<file path="config.mk">
export PLATFORM = sky130hd
export DESIGN_NAME = icache_fetch_flat
export DESIGN_NICKNAME = d
export VERILOG_FILES = /design/src/rtl/icache_fetch_if.sv /design/src/rtl/icache_fetch.sv /design/src/flat_wrapper.sv
export SDC_FILE = /design/constraint.sdc
export NUM_CORES = 2
export LEC_CHECK = 0
export BUFFER_PORTS_ARGS = -buffer_cell sky130_fd_sc_hd__clkbuf_2
export CAP_MARGIN = 20
export CORE_MARGIN = 3
export CORE_UTILIZATION = 60
export CTS_BUF_LIST = sky130_fd_sc_hd__clkbuf_2
export CTS_CLUSTER_DIAMETER = 200
export DETAILED_ROUTE_END_ITERATION = 12
export PLACE_DENSITY = 0.77
export SLEW_MARGIN = 15
export SYNTH_ARGS = -nofsm -noshare
export SYNTH_HDL_FRONTEND = slang
export SYNTH_SLANG_ARGS = --single-unit
</file>
<file path="constraint.sdc">
create_clock -name clk_i -period 10.45 [get_ports clk_i]
set_clock_uncertainty 0.15 [all_clocks]
set_input_delay 1.045 -clock clk_i [delete_from_list [all_inputs] [get_ports clk_i]]
set_output_delay 1.045 -clock clk_i [all_outputs]
set_load 0.05 [all_outputs]
</file>
<file path="src/rtl/icache_fetch_if.sv">
// Fetch-side and backing-memory signals of the instruction cache.
// The cache takes the slave view; the fetch stage and memory take the master view.
interface icache_fetch_if #(
  parameter int CNT_W = 16
);
  logic             req_i;
  logic [31:0]      addr_i;
  logic             flush_i;
  logic [31:0]      instr_o;
  logic             stall_o;
  logic             mem_req_o;
  logic [31:0]      mem_addr_o;
  logic             mem_ack_i;
  logic [31:0]      mem_data_i;
  logic [CNT_W-1:0] miss_cnt_o;

  modport slave (
    input  req_i, addr_i, flush_i,
    input  mem_ack_i, mem_data_i,
    output instr_o, stall_o,
    output mem_req_o, mem_addr_o,
    output miss_cnt_o
  );

  modport master (
    output req_i, addr_i, flush_i,
    output mem_ack_i, mem_data_i,
    input  instr_o, stall_o,
    input  mem_req_o, mem_addr_o,
    input  miss_cnt_o
  );
endinterface

</file>
<file path="src/rtl/icache_fetch.sv">
// Direct-mapped read-only instruction cache with
// whole-line in-order refill from a handshaked memory.
module icache_fetch #(
  parameter int LINES = 16,
  parameter int WORDS = 4,
  parameter int CNT_W = 16
) (
  input logic          clk_i,
  input logic          rst_i,
  icache_fetch_if.slave bus
);
  localparam int OFF_W = $clog2(WORDS);
  localparam int IDX_W = $clog2(LINES);
  localparam int TAG_W = 32 - IDX_W - OFF_W - 2;

  typedef enum logic {IDLE, REFILL} state_t;

  state_t state_q, state_d;

  logic [LINES-1:0] valid_q;
  logic [TAG_W-1:0] tag_q [LINES];
  logic [31:0]      data_q [LINES][WORDS];

  logic [TAG_W-1:0] ltag_q;
  logic [IDX_W-1:0] lidx_q;
  logic [OFF_W-1:0] cnt_q;
  logic [CNT_W-1:0] miss_q;

  logic [OFF_W-1:0] off;
  logic [IDX_W-1:0] idx;
  logic [TAG_W-1:0] tag;
  logic             hit;
  logic             start;
  logic             fill;
  logic             last;
  logic             unused_lsb;

  assign off = bus.addr_i[OFF_W+1:2];
  assign idx = bus.addr_i[IDX_W+OFF_W+1:OFF_W+2];
  assign tag = bus.addr_i[31:IDX_W+OFF_W+2];
  assign unused_lsb = ^bus.addr_i[1:0];

  assign hit = bus.req_i & valid_q[idx]
             & (tag_q[idx] == tag)
             & (state_q == IDLE);

  // Next-state: start refill on a miss, finish on the last ack, abort on flush
  always_comb begin
    state_d = state_q;
    start   = 1'b0;
    fill    = 1'b0;
    last    = 1'b0;
    unique case (state_q)
      IDLE: begin
        if (bus.req_i & ~hit & ~bus.flush_i) begin
          state_d = REFILL;
          start   = 1'b1;
        end
      end
      REFILL: begin
        fill = bus.mem_ack_i;
        if (bus.flush_i) begin
          state_d = IDLE;
        end else if (bus.mem_ack_i &&
                     cnt_q == OFF_W'(WORDS-1)) begin
          last    = 1'b1;
          state_d = IDLE;
        end
      end
      default: state_d = IDLE;
    endcase
  end

  // Fetch-side and memory-side outputs
  always_comb begin
    bus.instr_o    = hit ? data_q[idx][off] : 32'h0;
    bus.stall_o    = bus.req_i & ~hit;
    bus.mem_req_o  = (state_q == REFILL);
    bus.mem_addr_o = '0;
    if (state_q == REFILL)
      bus.mem_addr_o = {ltag_q, lidx_q, cnt_q, 2'b00};
    bus.miss_cnt_o = miss_q;
  end

  // Control state, valid bits and saturating miss counter
  always_ff @(posedge clk_i or posedge rst_i) begin
    if (rst_i) begin
      state_q <= IDLE;
      valid_q <= '0;
      ltag_q  <= '0;
      lidx_q  <= '0;
      cnt_q   <= '0;
      miss_q  <= '0;
    end else begin
      state_q <= state_d;
      if (start) begin
        ltag_q <= tag;
        lidx_q <= idx;
        cnt_q  <= '0;
        if (~&miss_q)
          miss_q <= miss_q + 1'b1;
      end else if (fill) begin
        cnt_q <= cnt_q + 1'b1;
      end
      if (bus.flush_i)
        valid_q <= '0;
      else if (last)
        valid_q[lidx_q] <= 1'b1;
    end
  end

  // Line data and tags; contents are meaningless until validated
  always_ff @(posedge clk_i) begin
    if (fill)
      data_q[lidx_q][cnt_q] <= bus.mem_data_i;
    if (last)
      tag_q[lidx_q] <= ltag_q;
  end
endmodule

</file>
<file path="src/flat_wrapper.sv">
// flat-port wrapper written by rule: the top's interface ports become plain ports
module icache_fetch_flat 
#(
  parameter int LINES = 16,
  parameter int WORDS = 4,
  parameter int CNT_W = 16
)
  (clk_i, rst_i, bus_req_i, bus_addr_i, bus_flush_i, bus_mem_ack_i, bus_mem_data_i, bus_instr_o, bus_stall_o, bus_mem_req_o, bus_mem_addr_o, bus_miss_cnt_o);
  icache_fetch_if #(.CNT_W(CNT_W)) bus_i ();
  input logic clk_i;
  input logic rst_i;
  input wire logic [$bits(bus_i.req_i)-1:0] bus_req_i;
  input wire logic [$bits(bus_i.addr_i)-1:0] bus_addr_i;
  input wire logic [$bits(bus_i.flush_i)-1:0] bus_flush_i;
  input wire logic [$bits(bus_i.mem_ack_i)-1:0] bus_mem_ack_i;
  input wire logic [$bits(bus_i.mem_data_i)-1:0] bus_mem_data_i;
  output wire logic [$bits(bus_i.instr_o)-1:0] bus_instr_o;
  output wire logic [$bits(bus_i.stall_o)-1:0] bus_stall_o;
  output wire logic [$bits(bus_i.mem_req_o)-1:0] bus_mem_req_o;
  output wire logic [$bits(bus_i.mem_addr_o)-1:0] bus_mem_addr_o;
  output wire logic [$bits(bus_i.miss_cnt_o)-1:0] bus_miss_cnt_o;
  assign bus_i.req_i = bus_req_i;
  assign bus_i.addr_i = bus_addr_i;
  assign bus_i.flush_i = bus_flush_i;
  assign bus_i.mem_ack_i = bus_mem_ack_i;
  assign bus_i.mem_data_i = bus_mem_data_i;
  assign bus_instr_o = bus_i.instr_o;
  assign bus_stall_o = bus_i.stall_o;
  assign bus_mem_req_o = bus_i.mem_req_o;
  assign bus_mem_addr_o = bus_i.mem_addr_o;
  assign bus_miss_cnt_o = bus_i.miss_cnt_o;
  icache_fetch #(.LINES(LINES), .WORDS(WORDS), .CNT_W(CNT_W)) u_core (.clk_i(clk_i), .rst_i(rst_i), .bus(bus_i));
endmodule
</file>
==> impl_metrics.py <==
metrics = {
    "clock_network": {
        "cts_max_path_buffers": 4,
        "cts_root_buf": "clkbuf_2",
        "clock_latency_ns": 1.77,
        "cts_tree": "built",
        "ctsResizeCount": 0,
        "cts_sinks": 2495,
        "htree_num_levels": 6,
        "path_clk_slew_ns": 0.12,
        "cts_made_buffers": 610,
    },
    "finish": {
        "drive_gt1_frac": 0.3941,
        "ff_latch_area_um2": 74610,
        "fillers": 9797,
        "multi_input_area_um2": 21300,
        "syn2layout_area_growth_pct": 10.96,
        "nNetsFinal": 4882,
    },
    "routing": {
        "drc": 0,
        "first_iter_violations": 6879,
        "routed_wl_mm": 232.1,
        "wire_per_inst_um": 31.33,
        "via_per_inst": 6.491,
        "first_pass_iters": 6,
        "dr_total_vias": 48080,
        "antenna_left": 0,
    },
    "worst_hold_path": {
        "min-delay-start": "bus_mem_data_i[10]",
        "hp-class": "in -> reg",
        "hold_path_end": "u_core.data_q[11][10]",
        "whs_path_depth": 2,
    },
    "global_route": {
        "antenna_found_initial": 8,
        "grt_pass1_vias": 48890,
        "grt_use_total": 0.2854,
        "grt_max_degree": 155,
        "grt_first_pass_wirelength_mm": 333.6,
        "gr-total-overflow": 0,
    },
    "die": {
        "die_area_um2": 165600,
        "die_height_um": 407,
        "start_util": 0.6064,
        "row_count": 146,
        "ios": 151,
        "die_x_um": 407,
        "core_area_um2": 159100,
    },
    "timing": {
        "finalSetupViolations": 0,
        "fin_hold_ws_ns": 0.1965,
        "final.setup.worst_slack_ns": 2.966,
        "relSlewSlack": 0.2219,
        "worstMarginPinSlew_ns": 1.164,
        "rsz0062_at_grt": "false",
        "clock.fmax_ghz": 0.1336,
        "fin_crit_ns": 7.484,
        "tns_ns": 0,
        "hold_viol_final": 0,
        "drv_slew": 0,
        "finalCritPeriodShare": 0.7161,
    },
    "place": {
        "pre_cts_slack_ns": 3.059,
        "port_buffers": 146,
        "gp_congestion": 0.7850,
        "hpwlAfterDp_mm": 117.1,
    },
    "synth": {
        "seq_area_frac_synth": 0.7733,
        "avgSynthCellArea_um2": 23.85,
        "yosysWarnings": 0,
        "synth.area.top_cells": "edfxtp_1, mux4_2, dfrtp_1",
        "synthCells": 4046,
        "mappedNetlistArea_um2": 96480,
        "synth_edf_count": 2432,
        "synth_ff_type": "edfxtp_1",
        "synth.most_common_cell": "edfxtp_1",
        "synth_top_cell_by_area": "edfxtp_1",
        "synth.top_cells.by_count": "edfxtp_1, mux4_2, buf_2, nor2_1, mux2i_1",
        "synth.distinct_cells": 65,
        "synth_top_area_share": 0.7569,
        "synth_seq_cells": 2495,
        "synthArstFlopShare": 0.02525,
    },
    "setup_path": {
        "critPathBufInv": 3,
        "r2r_slack_ns": 5.64,
        "path_max_fanout": 76,
        "r2r_cells": 9,
        "slowest_delay_ns": 0.90,
        "critical_path_class": "in -> out",
        "crit_required_ns": 9.26,
        "crit_path_top_delay_cell": "buf_4",
        "worstReg2RegEnd": "u_core.ltag_q[0]",
        "cp.arrival_ns": 6.29,
        "crit_family": "compound AO/OA/AOI/OAI gates",
        "cp-end-kind": "primary output",
        "start_kind": "primary input",
        "path_cells": "buf_8, buf_4, mux4_2, mux2i_1, xor2_1, nand4_1, o21ai_0, o211ai_1, a2111o_2, a311oi_1, clkbuf_2",
        "r2r-start": "u_core.tag_q[10][3]",
    },
    "power": {
        "peakVddDrop_mv": 0.1348,
        "leakagePower_nw": 34.92,
        "p_per_area_nw_per_um2": 174.7,
    },
    "job": {
        "drv_cap": 0,
    },
    "status": {
        "status": "finished clean",
    },
}
-- sequential cells by signal (all words and copies together) (netlist names) --
| name | count |
|---|---|
| u_core.bus.miss_cnt_o | 16 |
| u_core.bus.mem_req_o | 1 |
| u_core.lidx_q | 4 |
| u_core.tag_q | 384 |
| u_core.ltag_q | 24 |
| u_core.data_q | 2048 |
| u_core.valid_q | 16 |
| u_core.cnt_q | 2 |
-- worst max path at each step --
| stage | start | to | cells past startpoint |
|---|---|---|---|
| after floorplan | bus_addr_i[7] | bus_instr_o[11] | 11 |
| after global placement | bus_addr_i[5] | bus_instr_o[9] | 11 |
| after detailed placement | bus_addr_i[5] | bus_instr_o[14] | 11 |
| after CTS | bus_addr_i[5] | bus_instr_o[14] | 11 |
| after global routing | bus_addr_i[5] | bus_instr_o[3] | 11 |
| final | bus_addr_i[5] | bus_instr_o[14] | 11 |
-- per-stage QoR --
step	power, mW	area [um2]	utilization	instances
after floorplan	12.22	96480	-	4047
after CTS	18.79	106400	0.6689	7359
after global placement	12.68	100300	0.6302	6220
after detailed placement	12.73	100300	0.6304	6221
final	18.70	107100	0.6728	7406
after global routing	19.44	107000	0.6728	7403
-- layout by cell type (no fill, tap or decap), types with 5 or more instances in the layout --
cell type / count
buf_4: 98
diode_2: 13
a211oi_2: 10
a211oi_1: 18
nor2_1: 14
nand3_1: 19
nor2_4: 80
nand2b_1: 5
mux2_2: 14
xnor2_1: 27
buf_2: 20
mux2_4: 27
clkinv_2: 14
a22oi_1: 12
xor2_1: 12
edfxtp_1: 2432
nor2b_1: 28
clkinv_1: 129
o211ai_1: 7
and3_1: 17
and2_1: 48
mux2i_1: 85
buf_12: 22
inv_1: 21
bufinv_16: 5
ha_1: 5
mux4_2: 733
buf_16: 6
nand2_1: 45
clkbuf_2: 1002
inv_2: 11
o22ai_1: 25
dfrtp_1: 63
a21oi_1: 13
clkinvlp_4: 8
nand4_1: 8
dlygate4sd3_1: 98
-- kinds of logic after synthesis --
family,Yosys count,synth area share
AO/OA/AOI/OAI,115,0.009052
XOR/XNOR,39,0.003540
adder cells (fa/ha/maj),5,0.0006484
buffers and inverters,243,0.01238
flip-flops,2495,0.7733
multiplexers,861,0.1861
other,1,0.00003887
AND/OR/NAND/NOR,287,0.01490
-- layer usage --
metal / global-route usage / vias to the layer above / part of all wire
li1: - / 19240 / -
met5: 0 / - / 0
met1: 0.4069 / 24970 / 0.36
met2: 0.4342 / 3377 / 0.48
met3: 0.07669 / 486 / 0.12
met4: 0.1041 / 0 / 0.031
-- power breakdown --
part	leakage [nW]	internal (mW)	switching [mW]	total, mW
sequential	22.7	11.1	0.140	11.3
combinational	8.21	0.494	0.771	1.27
clock	4.05	2.38	3.77	6.15
-- area by class of cell --
| class | count | share of cell area |
|---|---|---|
| diodes | 13 | 0.0003039 |
| clock buffers | 882 | 0.04123 |
| clock inverters | 169 | 0.007784 |
| inverters | 24 | 0.0009116 |
| multi-input cells | 1309 | 0.1990 |
| flip-flops and latches | 2495 | 0.6969 |
| well taps | 2146 | 0.02508 |
| repair buffers | 368 | 0.02876 |
-- repair_timing --
action,CTS,global route
setup buffers,0,0
hold endpoints to repair,1404,188
hold buffers,87,11
(Power assumes the default switching activity.)
